`src/rtl/bus_interface_arbiter.sv`:
```
// N-channel arbiter onto the single core bus: fixed-priority or round-robin grant,
// per-transaction watchdog with error response, and saturating per-channel completion counters.
module bus_interface_arbiter #(
  parameter int CHANNELS       = 2,
  parameter int ADDR_WIDTH     = 32,
  parameter int DATA_WIDTH     = 32,
  parameter int ARB_MODE       = 0,
  parameter int TIMEOUT_CYCLES = 16
) (
  input  logic                           i_clock,
  input  logic                           i_reset,
  input  logic [CHANNELS-1:0]            i_ch_vaild,
  input  logic [CHANNELS-1:0]            i_ch_write_enable,
  input  logic [CHANNELS*ADDR_WIDTH-1:0] i_ch_address,
  input  logic [CHANNELS*DATA_WIDTH-1:0] i_ch_data_write,
  output logic [CHANNELS-1:0]            o_ch_ready,
  output logic [CHANNELS-1:0]            o_ch_error,
  output logic [DATA_WIDTH-1:0]          o_ch_data_read,
  output logic [CHANNELS*16-1:0]         o_grant_count,
  output logic                           o_bus_vaild,
  input  logic                           i_bus_ready,
  input  logic                           i_bus_busy,
  output logic                           o_bus_write_enable,
  output logic [ADDR_WIDTH-1:0]          o_bus_address,
  input  logic [DATA_WIDTH-1:0]          i_bus_data_read,
  output logic [DATA_WIDTH-1:0]          o_bus_data_write
);

  localparam int GW = (CHANNELS > 1) ? $clog2(CHANNELS) : 1;
  localparam int TW = (TIMEOUT_CYCLES > 0) ? $clog2(TIMEOUT_CYCLES + 1) : 1;

  typedef enum logic [1:0] {IDLE, ACCESS, RESPOND} state_t;

  state_t                state, state_next;
  logic [GW-1:0]         grant, pointer, base, sel_idx, pointer_next;
  logic [GW:0]           sum, inc;
  logic [CHANNELS-1:0]   rotated;
  logic                  sel_found, sel_write, timeout_hit;
  logic [ADDR_WIDTH-1:0] sel_addr, addr_q;
  logic [DATA_WIDTH-1:0] sel_wdata, wdata_q, rdata_q;
  logic                  we_q, err_q;
  logic [TW-1:0]         tcount;
  logic [15:0]           counts [CHANNELS];

  // Rotate requests so the search starts at the pointer; the downward loop leaves the lowest hit.
  always_comb begin
    base      = (ARB_MODE == 1) ? pointer : '0;
    rotated   = CHANNELS'({i_ch_vaild, i_ch_vaild} >> base);
    sum       = '0;
    for (int i = CHANNELS - 1; i >= 0; i--) begin
      if (rotated[i]) sum = {1'b0, base} + (GW+1)'(i);
    end
    if (sum >= (GW+1)'(CHANNELS)) sum = sum - (GW+1)'(CHANNELS);
    sel_idx      = sum[GW-1:0];
    sel_found    = |i_ch_vaild;
    inc          = {1'b0, sel_idx} + (GW+1)'(1);
    pointer_next = (inc == (GW+1)'(CHANNELS)) ? '0 : inc[GW-1:0];
  end

  always_comb begin
    sel_write = 1'b0;
    sel_addr  = '0;
    sel_wdata = '0;
    for (int k = 0; k < CHANNELS; k++) begin
      if (sel_idx == GW'(k)) begin
        sel_write = i_ch_write_enable[k];
        sel_addr  = i_ch_address[k*ADDR_WIDTH +: ADDR_WIDTH];
        sel_wdata = i_ch_data_write[k*DATA_WIDTH +: DATA_WIDTH];
      end
    end
  end

  // Ready has priority over the watchdog when both land in the same cycle.
  always_comb begin
    state_next  = state;
    timeout_hit = 1'b0;
    unique case (state)
      IDLE:    if (sel_found && !i_bus_busy) state_next = ACCESS;
      ACCESS: begin
        if (i_bus_ready) begin
          state_next = RESPOND;
        end else if (TIMEOUT_CYCLES > 0 && tcount == TW'(TIMEOUT_CYCLES - 1)) begin
          timeout_hit = 1'b1;
          state_next  = RESPOND;
        end
      end
      RESPOND: state_next = IDLE;
      default: state_next = IDLE;
    endcase
  end

  always_ff @(posedge i_clock or negedge i_reset) begin
    if (!i_reset) begin
      state   <= IDLE;
      grant   <= '0;
      pointer <= '0;
      addr_q  <= '0;
      we_q    <= 1'b0;
      wdata_q <= '0;
      rdata_q <= '0;
      err_q   <= 1'b0;
      tcount  <= '0;
    end else begin
      state <= state_next;
      case (state)
        IDLE: begin
          if (state_next == ACCESS) begin
            grant   <= sel_idx;
            addr_q  <= sel_addr;
            we_q    <= sel_write;
            wdata_q <= sel_wdata;
            tcount  <= '0;
            err_q   <= 1'b0;
            if (ARB_MODE == 1) pointer <= pointer_next;
          end
        end
        ACCESS: begin
          if (i_bus_ready) begin
            if (!we_q) rdata_q <= i_bus_data_read;
          end else if (timeout_hit) begin
            err_q   <= 1'b1;
            rdata_q <= '0;
          end else begin
            tcount <= tcount + 1'b1;
          end
        end
        default: ;
      endcase
    end
  end

  always_ff @(posedge i_clock or negedge i_reset) begin
    if (!i_reset) begin
      for (int k = 0; k < CHANNELS; k++) counts[k] <= '0;
    end else if (state == RESPOND) begin
      for (int k = 0; k < CHANNELS; k++) begin
        if (grant == GW'(k) && counts[k] != 16'hFFFF) counts[k] <= counts[k] + 16'd1;
      end
    end
  end

  always_comb begin
    o_ch_ready    = '0;
    o_ch_error    = '0;
    o_grant_count = '0;
    for (int k = 0; k < CHANNELS; k++) begin
      o_grant_count[k*16 +: 16] = counts[k];
      if (state == RESPOND && grant == GW'(k)) begin
        o_ch_ready[k] = 1'b1;
        o_ch_error[k] = err_q;
      end
    end
  end

  assign o_bus_vaild        = (state == ACCESS);
  assign o_bus_write_enable = we_q;
  assign o_bus_address      = addr_q;
  assign o_bus_data_write   = wdata_q;
  assign o_ch_data_read     = rdata_q;

endmodule

```
`config.mk`:
```
export PLATFORM = sky130hd
export DESIGN_NAME = bus_interface_arbiter
export DESIGN_NICKNAME = d
export VERILOG_FILES = /design/src/rtl/bus_interface_arbiter.sv
export SDC_FILE = /design/constraint.sdc
export NUM_CORES = 1
export LEC_CHECK = 0
export ABC_AREA = 1
export CORE_UTILIZATION = 43
export DETAILED_ROUTE_END_ITERATION = 16
export PLACE_DENSITY = 0.8
export REMOVE_ABC_BUFFERS = 1
export SYNTH_ARGS = -nofsm -noshare
export SYNTH_HDL_FRONTEND = slang
export SYNTH_SLANG_ARGS = --single-unit
```
`constraint.sdc`:
```
create_clock -name i_clock -period 2.3 [get_ports i_clock]
set_clock_uncertainty 0.15 [all_clocks]
set_input_delay 0.23 -clock i_clock [delete_from_list [all_inputs] [get_ports i_clock]]
set_output_delay 0.23 -clock i_clock [all_outputs]
set_load 0.05 [all_outputs]
```
==> results of run 1 <==
how the worst max path moves through the flow:
stage | depth (start not counted) | to | startpoint | slack [ns]
after floorplan | 4 | err_q$_DFFE_PN0P_ | state[1]$_DFF_PN0_ | -0.95
after global placement | 7 | o_bus_data_write[9]$_DFFE_PN0P_ | i_ch_vaild[0] | 0.36
after detailed placement | 10 | o_ch_data_read[14]$_DFFE_PN0P_ | tcount[0]$_DFFE_PN0P_ | 0.28
after CTS | 1 | o_grant_count[0] | o_grant_count[0]$_DFFE_PN0P_ | 0.17
after global routing | 10 | o_ch_data_read[10]$_DFFE_PN0P_ | tcount[0]$_DFFE_PN0P_ | 0.07
final | 1 | o_grant_count[0] | o_grant_count[0]$_DFFE_PN0P_ | 0.17
cells in the mapped netlist (3+ instances only):
cell | n | area share
buf_2 | 16 | 0.011
buf_4 | 6 | 0.0065
buf_6 | 3 | 0.0048
clkbuf_1 | 10 | 0.0054
dfrtp_1 | 138 | 0.49
ha_1 | 4 | 0.0072
inv_1 | 69 | 0.037
mux2_2 | 65 | 0.10
nand2_1 | 351 | 0.19
nand3_1 | 46 | 0.033
nand4_1 | 11 | 0.0099
nor2_1 | 34 | 0.018
nor2_2 | 4 | 0.0036
nor2_4 | 4 | 0.0065
nor3_1 | 3 | 0.0022
o21ai_0 | 41 | 0.029
xnor2_1 | 9 | 0.011
xor2_1 | 5 | 0.0063
metal layers:
metal	routed length, um	part of all wire
met1	8140	0.41
met2	9960	0.50
met3	1430	0.072
met4	358	0.018
met5	0	0
per-stage QoR:
stage               power [mW]  hold slack [ns]  cell area [um2]  setup slack (ns)  setup TNS, ns
floorplan                 6.89           -0.216             6780            -0.954         -61.16
global placement          8.99         0.000472            10200             0.358              0
detailed placement        9.06        -0.000792            10200             0.283              0
CTS                       11.9            0.134            10800             0.167              0
global route              12.4            0.150            10800            0.0722              0
finish                    11.8            0.129            10800             0.175              0
layout make-up:
class | instances | area share
Sequential cell | 138 | 0.319
Timing Repair Buffer | 315 | 0.293
Multi-Input combinational cell | 591 | 0.283
Clock buffer | 21 | 0.0425
Tap cell | 216 | 0.0249
Inverter | 71 | 0.0246
Clock inverter | 10 | 0.0130
kinds of logic after synthesis:
| kind of cell | count (synthesis) | share of synthesized area |
|---|---|---|
| and+or+nand+nor | 461 | 0.272 |
| DFF | 138 | 0.495 |
| buffers and inverters | 106 | 0.0663 |
| muxes | 65 | 0.105 |
| AOI/OAI and AO/OA | 47 | 0.0371 |
| xor gates and xnor gates | 14 | 0.0176 |
| adders and majority gates | 4 | 0.00717 |
power groups by stage:
stage,registers [mW],clock network (mW),logic [mW]
final,3.62,2.82,5.40
after global routing,3.71,2.97,5.68
after CTS,3.61,2.86,5.45
after detailed placement,3.62,0,5.44
after global placement,3.62,0,5.37
after floorplan,5.96,0,0.935
flip-flops by register name, indices dropped and copies added (netlist names):
signal,cells
err_q,1
o_bus_data_write,32
o_ch_data_read,32
grant,1
o_bus_write_enable,1
o_grant_count,32
state,2
tcount,5
o_bus_address,32
repair_timing:
action | 4_1_cts | 5_1_grt
setup buffers | 0 | 0
hold buffers | 1 | 0
hold endpoints to repair | 80 | 0
setup endpoints to repair | 1 | 0
gates resized for setup | 1 | 0
==> flow_summary.json, run 1 <==
{
  "core.rowCount": 46,
  "top_usage_layer": "met2",
  "r2r_slack_ns": 0.29,
  "ir_drop_mv": 0.674,
  "die_area_mm2": 0.0167,
  "gr-total-overflow": 0,
  "grt_setup_unrepaired": "no",
  "dp_cells": 1330,
  "syn_to_final_growth_pct": 55.2,
  "tightest_slew_ns": 0.589,
  "grt_pass1_wl_um": 31800,
  "status": "finished clean",
  "use_met3": 0.0838,
  "grt_max_degree": 76,
  "num-fill-cells": 1292,
  "comb_power_share": 0.457,
  "drtAntennaViolNets": 0,
  "p_int_mw": 6.74,
  "p_switching_mw": 5.10,
  "yosys_warnings": 0,
  "post-route-drc-count": 0,
  "crit_slowest_cell": "clkdlybuf4s50_1",
  "multi_input_area_mm2": 0.00307,
  "place_congestion": 0.847,
  "die_height_um": 129,
  "grt_use_met2": 0.430,
  "dp.final_hpwl_um": 14400,
  "critPathBufInv": 1,
  "reg2reg_depth": 10,
  "synthCells": 835,
  "rr_startpoint": "tcount[0]$_DFFE_PN0P_",
  "chipWidth_um": 129,
  "maxCapViolations": 0,
  "vias": 6565,
  "p_per_area_mw_per_mm2": 1090,
  "cts_root_buf": "clkbuf_16",
  "setup_viol": 0,
  "grt_antenna_before_repair": 0,
  "syn_area_per_cell_um2": 8.36,
  "synth_cell_types": 31,
  "clkTransAtPathRegs_ns": 0.06,
  "layout_common_cells": "350 x nand2_1, 295 x clkdlybuf4s50_1, 138 x dfrtp_1",
  "drive_gt1_frac": 0.115,
  "power_frac_seq": 0.305,
  "ioPinCount": 302,
  "slew_headroom": 0.606,
  "fin_cells": 1362,
  "ys_seq_elements": 138,
  "fmax_mhz": 471,
  "layout_commonest_cell": "nand2_1",
  "vias_per_cell": 4.82,
  "critPathMaxFanout": 7,
  "path_cells": "clkdlybuf4s50_1",
  "clk_latency_ns": 0.41,
  "yosysSeqAreaShare": 0.495,
  "period_minus_slack_ns": 2.13,
  "r2r_end": "o_ch_data_read[7]$_DFFE_PN0P_",
  "drt_first_pass_iters": 6,
  "critPathArrivalTime_ns": 1.75,
  "fin_util": 0.682,
  "holdCritPathClass": "input pin to async pin",
  "diodes": 0,
  "initialDrtViolationCount": 337,
  "wire_per_inst_um": 14.6,
  "path_delay_family": "buffers and inverters",
  "grt_pass1_vias": 6423,
  "synth_area_mm2": 0.00698,
  "cts_tree": "done",
  "slowest_delay_ns": 0.86,
  "p_leak_nw": 4.95,
  "async_flop_share": 1.00,
  "end_kind": "output pin",
  "clock_power_share": 0.238,
  "worstSetupPathType": "flop to output pin",
  "wl_um": 19900,
  "htreeDepth": 4,
  "clock-sinks": 138,
  "layout_worst_path_cycle_share": 0.924,
  "core_mm2": 0.0159,
  "drv_slew": 0,
  "seq_area_mm2": 0.00345,
  "cp.required_ns": 1.92,
  "met1_usage": 0.284,
  "synth-edff-count": 0,
  "ys.flop_type": "dfrtp_1",
  "p_sw_frac": 0.431,
  "cts-buffers-inserted": 17,
  "port_buffers": 301,
  "grtUsageTotal": 0.246,
  "start_util": 0.439,
  "hold_violations": 0,
  "critPathLaunchType": "flop",
  "fin_nets": 1306,
  "cts_buffer_depth": 2
}
Note: power is estimated with default switching activity, not from simulation.
==> run 2: changes to the inputs <==
--- a/config.mk
+++ b/config.mk
@@ -6,6 +6,7 @@
 export NUM_CORES = 1
 export LEC_CHECK = 0
 export ABC_AREA = 1
+export CORE_MARGIN = 2
 export CORE_UTILIZATION = 43
 export DETAILED_ROUTE_END_ITERATION = 16
 export PLACE_DENSITY = 0.8
==> flow_summary.json, run 2 (synthesis gave the netlist of run 1 again) <==
{
  "dp.final_hpwl_um": 14900,
  "grt_max_degree": 65,
  "clkTransAtPathRegs_ns": 0.06,
  "hold_ws_ns": 0.131,
  "drive_gt1_frac": 0.119,
  "wire_per_inst_um": 14.8,
  "core_mm2": 0.0159,
  "clock_power_share": 0.247,
  "cts_root_buf": "clkbuf_16",
  "vias": 6513,
  "hold_violations": 0,
  "cts_tree": "done",
  "gr-total-overflow": 0,
  "ir_drop_mv": 0.564,
  "diodes": 0,
  "cts_setup_buffers": 0,
  "holdCritPathClass": "input pin to async pin",
  "maxCapViolations": 0,
  "ioPinCount": 302,
  "crit_slowest_cell": "clkdlybuf4s50_1",
  "chipWidth_um": 131,
  "cts_buffer_depth": 2,
  "status": "finished clean",
  "p_leak_nw": 4.98,
  "critPathBufInv": 1,
  "layout_worst_path_cycle_share": 0.916,
  "end_kind": "output pin",
  "fin_cells": 1364,
  "drv_slew": 0,
  "grt_antenna_before_repair": 0,
  "power_frac_seq": 0.299,
  "grt_setup_unrepaired": "no",
  "fmax_mhz": 474,
  "wl_um": 20200,
  "grtUsageTotal": 0.237,
  "setup_viol": 0,
  "htreeDepth": 4,
  "post-route-drc-count": 0,
  "critPathArrivalTime_ns": 1.73,
  "vias_per_cell": 4.77,
  "cp.required_ns": 1.92,
  "syn_to_final_growth_pct": 56.5,
  "p_per_area_mw_per_mm2": 1100,
  "core.rowCount": 46,
  "drtAntennaViolNets": 0,
  "slowest_delay_ns": 0.85,
  "layout_common_cells": "350 x nand2_1, 295 x clkdlybuf4s50_1, 138 x dfrtp_1",
  "initialDrtViolationCount": 298,
  "critPathLaunchType": "flop",
  "layout_commonest_cell": "nand2_1",
  "place_congestion": 0.826,
  "num-fill-cells": 1247,
  "path_cells": "clkdlybuf4s50_1",
  "path_delay_family": "buffers and inverters",
  "clk_latency_ns": 0.41,
  "p_switching_mw": 5.15,
  "die_area_mm2": 0.0173,
  "period_minus_slack_ns": 2.11,
  "critPathMaxFanout": 6,
  "start_util": 0.439,
  "slew_headroom": 0.605,
  "clock-sinks": 138,
  "p_sw_frac": 0.429,
  "drt_first_pass_iters": 4,
  "grt_pass1_vias": 6510,
  "worstSetupPathType": "flop to output pin",
  "cts-buffers-inserted": 17,
  "port_buffers": 301,
  "comb_power_share": 0.454,
  "grt_pass1_wl_um": 32700,
  "fin_nets": 1307,
  "p_int_mw": 6.87,
  "tightest_slew_ns": 0.591,
  "die_height_um": 131,
  "dp_cells": 1331
}
run 2: worst register-to-register path, delay by kind of cell, from the launching register on:
family / cells / cell delay (ns)
DFF: 1 / 0.40
and+or+nand+nor: 5 / 0.46
AOI/OAI and AO/OA: 2 / 0.23
adders and majority gates: 2 / 0.42
buffers and inverters: 1 / 0.20
run 2: final timing paths:
kind / startpoint / end / slack (ns) / depth (start not counted)
setup / recovery: o_grant_count[12]$_DFFE_PN0P_ / o_grant_count[12] / 0.19 / 1
hold / removal: i_reset / o_bus_data_write[26]$_DFFE_PN0P_ / 0.13 / 2
setup reg to reg: tcount[0]$_DFFE_PN0P_ / o_ch_data_read[22]$_DFFE_PN0P_ / 0.32 / 10
hold reg to reg: o_bus_address[9]$_DFFE_PN0P_ / o_bus_address[9]$_DFFE_PN0P_ / 0.32 / 2
max in group asynchronous: i_reset / o_bus_address[4]$_DFFE_PN0P_ / 1.24 / 3
min in group i_clock: i_bus_data_read[19] / o_ch_data_read[19]$_DFFE_PN0P_ / 0.24 / 3
run 2: stage by stage:
| stage | setup slack [ns] | util | cell area [um2] | setup TNS (ns) | total power, mW |
|---|---|---|---|---|---|
| 2_1_floorplan | -0.954 | - | 6780 | -61.16 | 6.89 |
| 5_1_grt | 0.132 | 0.688 | 10900 | 0 | 12.5 |
| 6_report | 0.192 | 0.688 | 10900 | 0 | 12.0 |
| 3_3_place_gp | 0.330 | 0.646 | 10300 | 0 | 9.02 |
| 3_5_place_dp | 0.310 | 0.646 | 10300 | 0 | 9.10 |
| 4_1_cts | 0.182 | 0.688 | 10900 | 0 | 12.1 |
run 2: power groups by stage:
stage               combinational (mW)  clock, mW  sequential (mW)
finish                            5.45       2.97             3.60
floorplan                        0.935          0             5.96
global placement                  5.41          0             3.61
global route                      5.71       3.12             3.70
CTS                               5.49       3.02             3.60
detailed placement                5.48          0             3.61
run 2: cell type report:
type	count	area, um2	share of cell area
multi-input cells	591	3070	0.281
flip-flops and latches	138	3450	0.316
clock inverters	13	190	0.0174
well taps	216	270	0.0247
clock buffers	19	453	0.0415
inverters	71	267	0.0244
repair buffers	316	3220	0.295
run 2: timing repair:
action / CTS / global route
resized for setup: 0 / 0
endpoints found under the hold margin: 138 / 0
hold buffers: 1 / 0
run 2: routing by layer:
layer	global-route usage	share of wire
met2	0.405	0.50
met3	0.0752	0.069
met5	0	0
met4	0.0966	0.030
met1	0.276	0.40
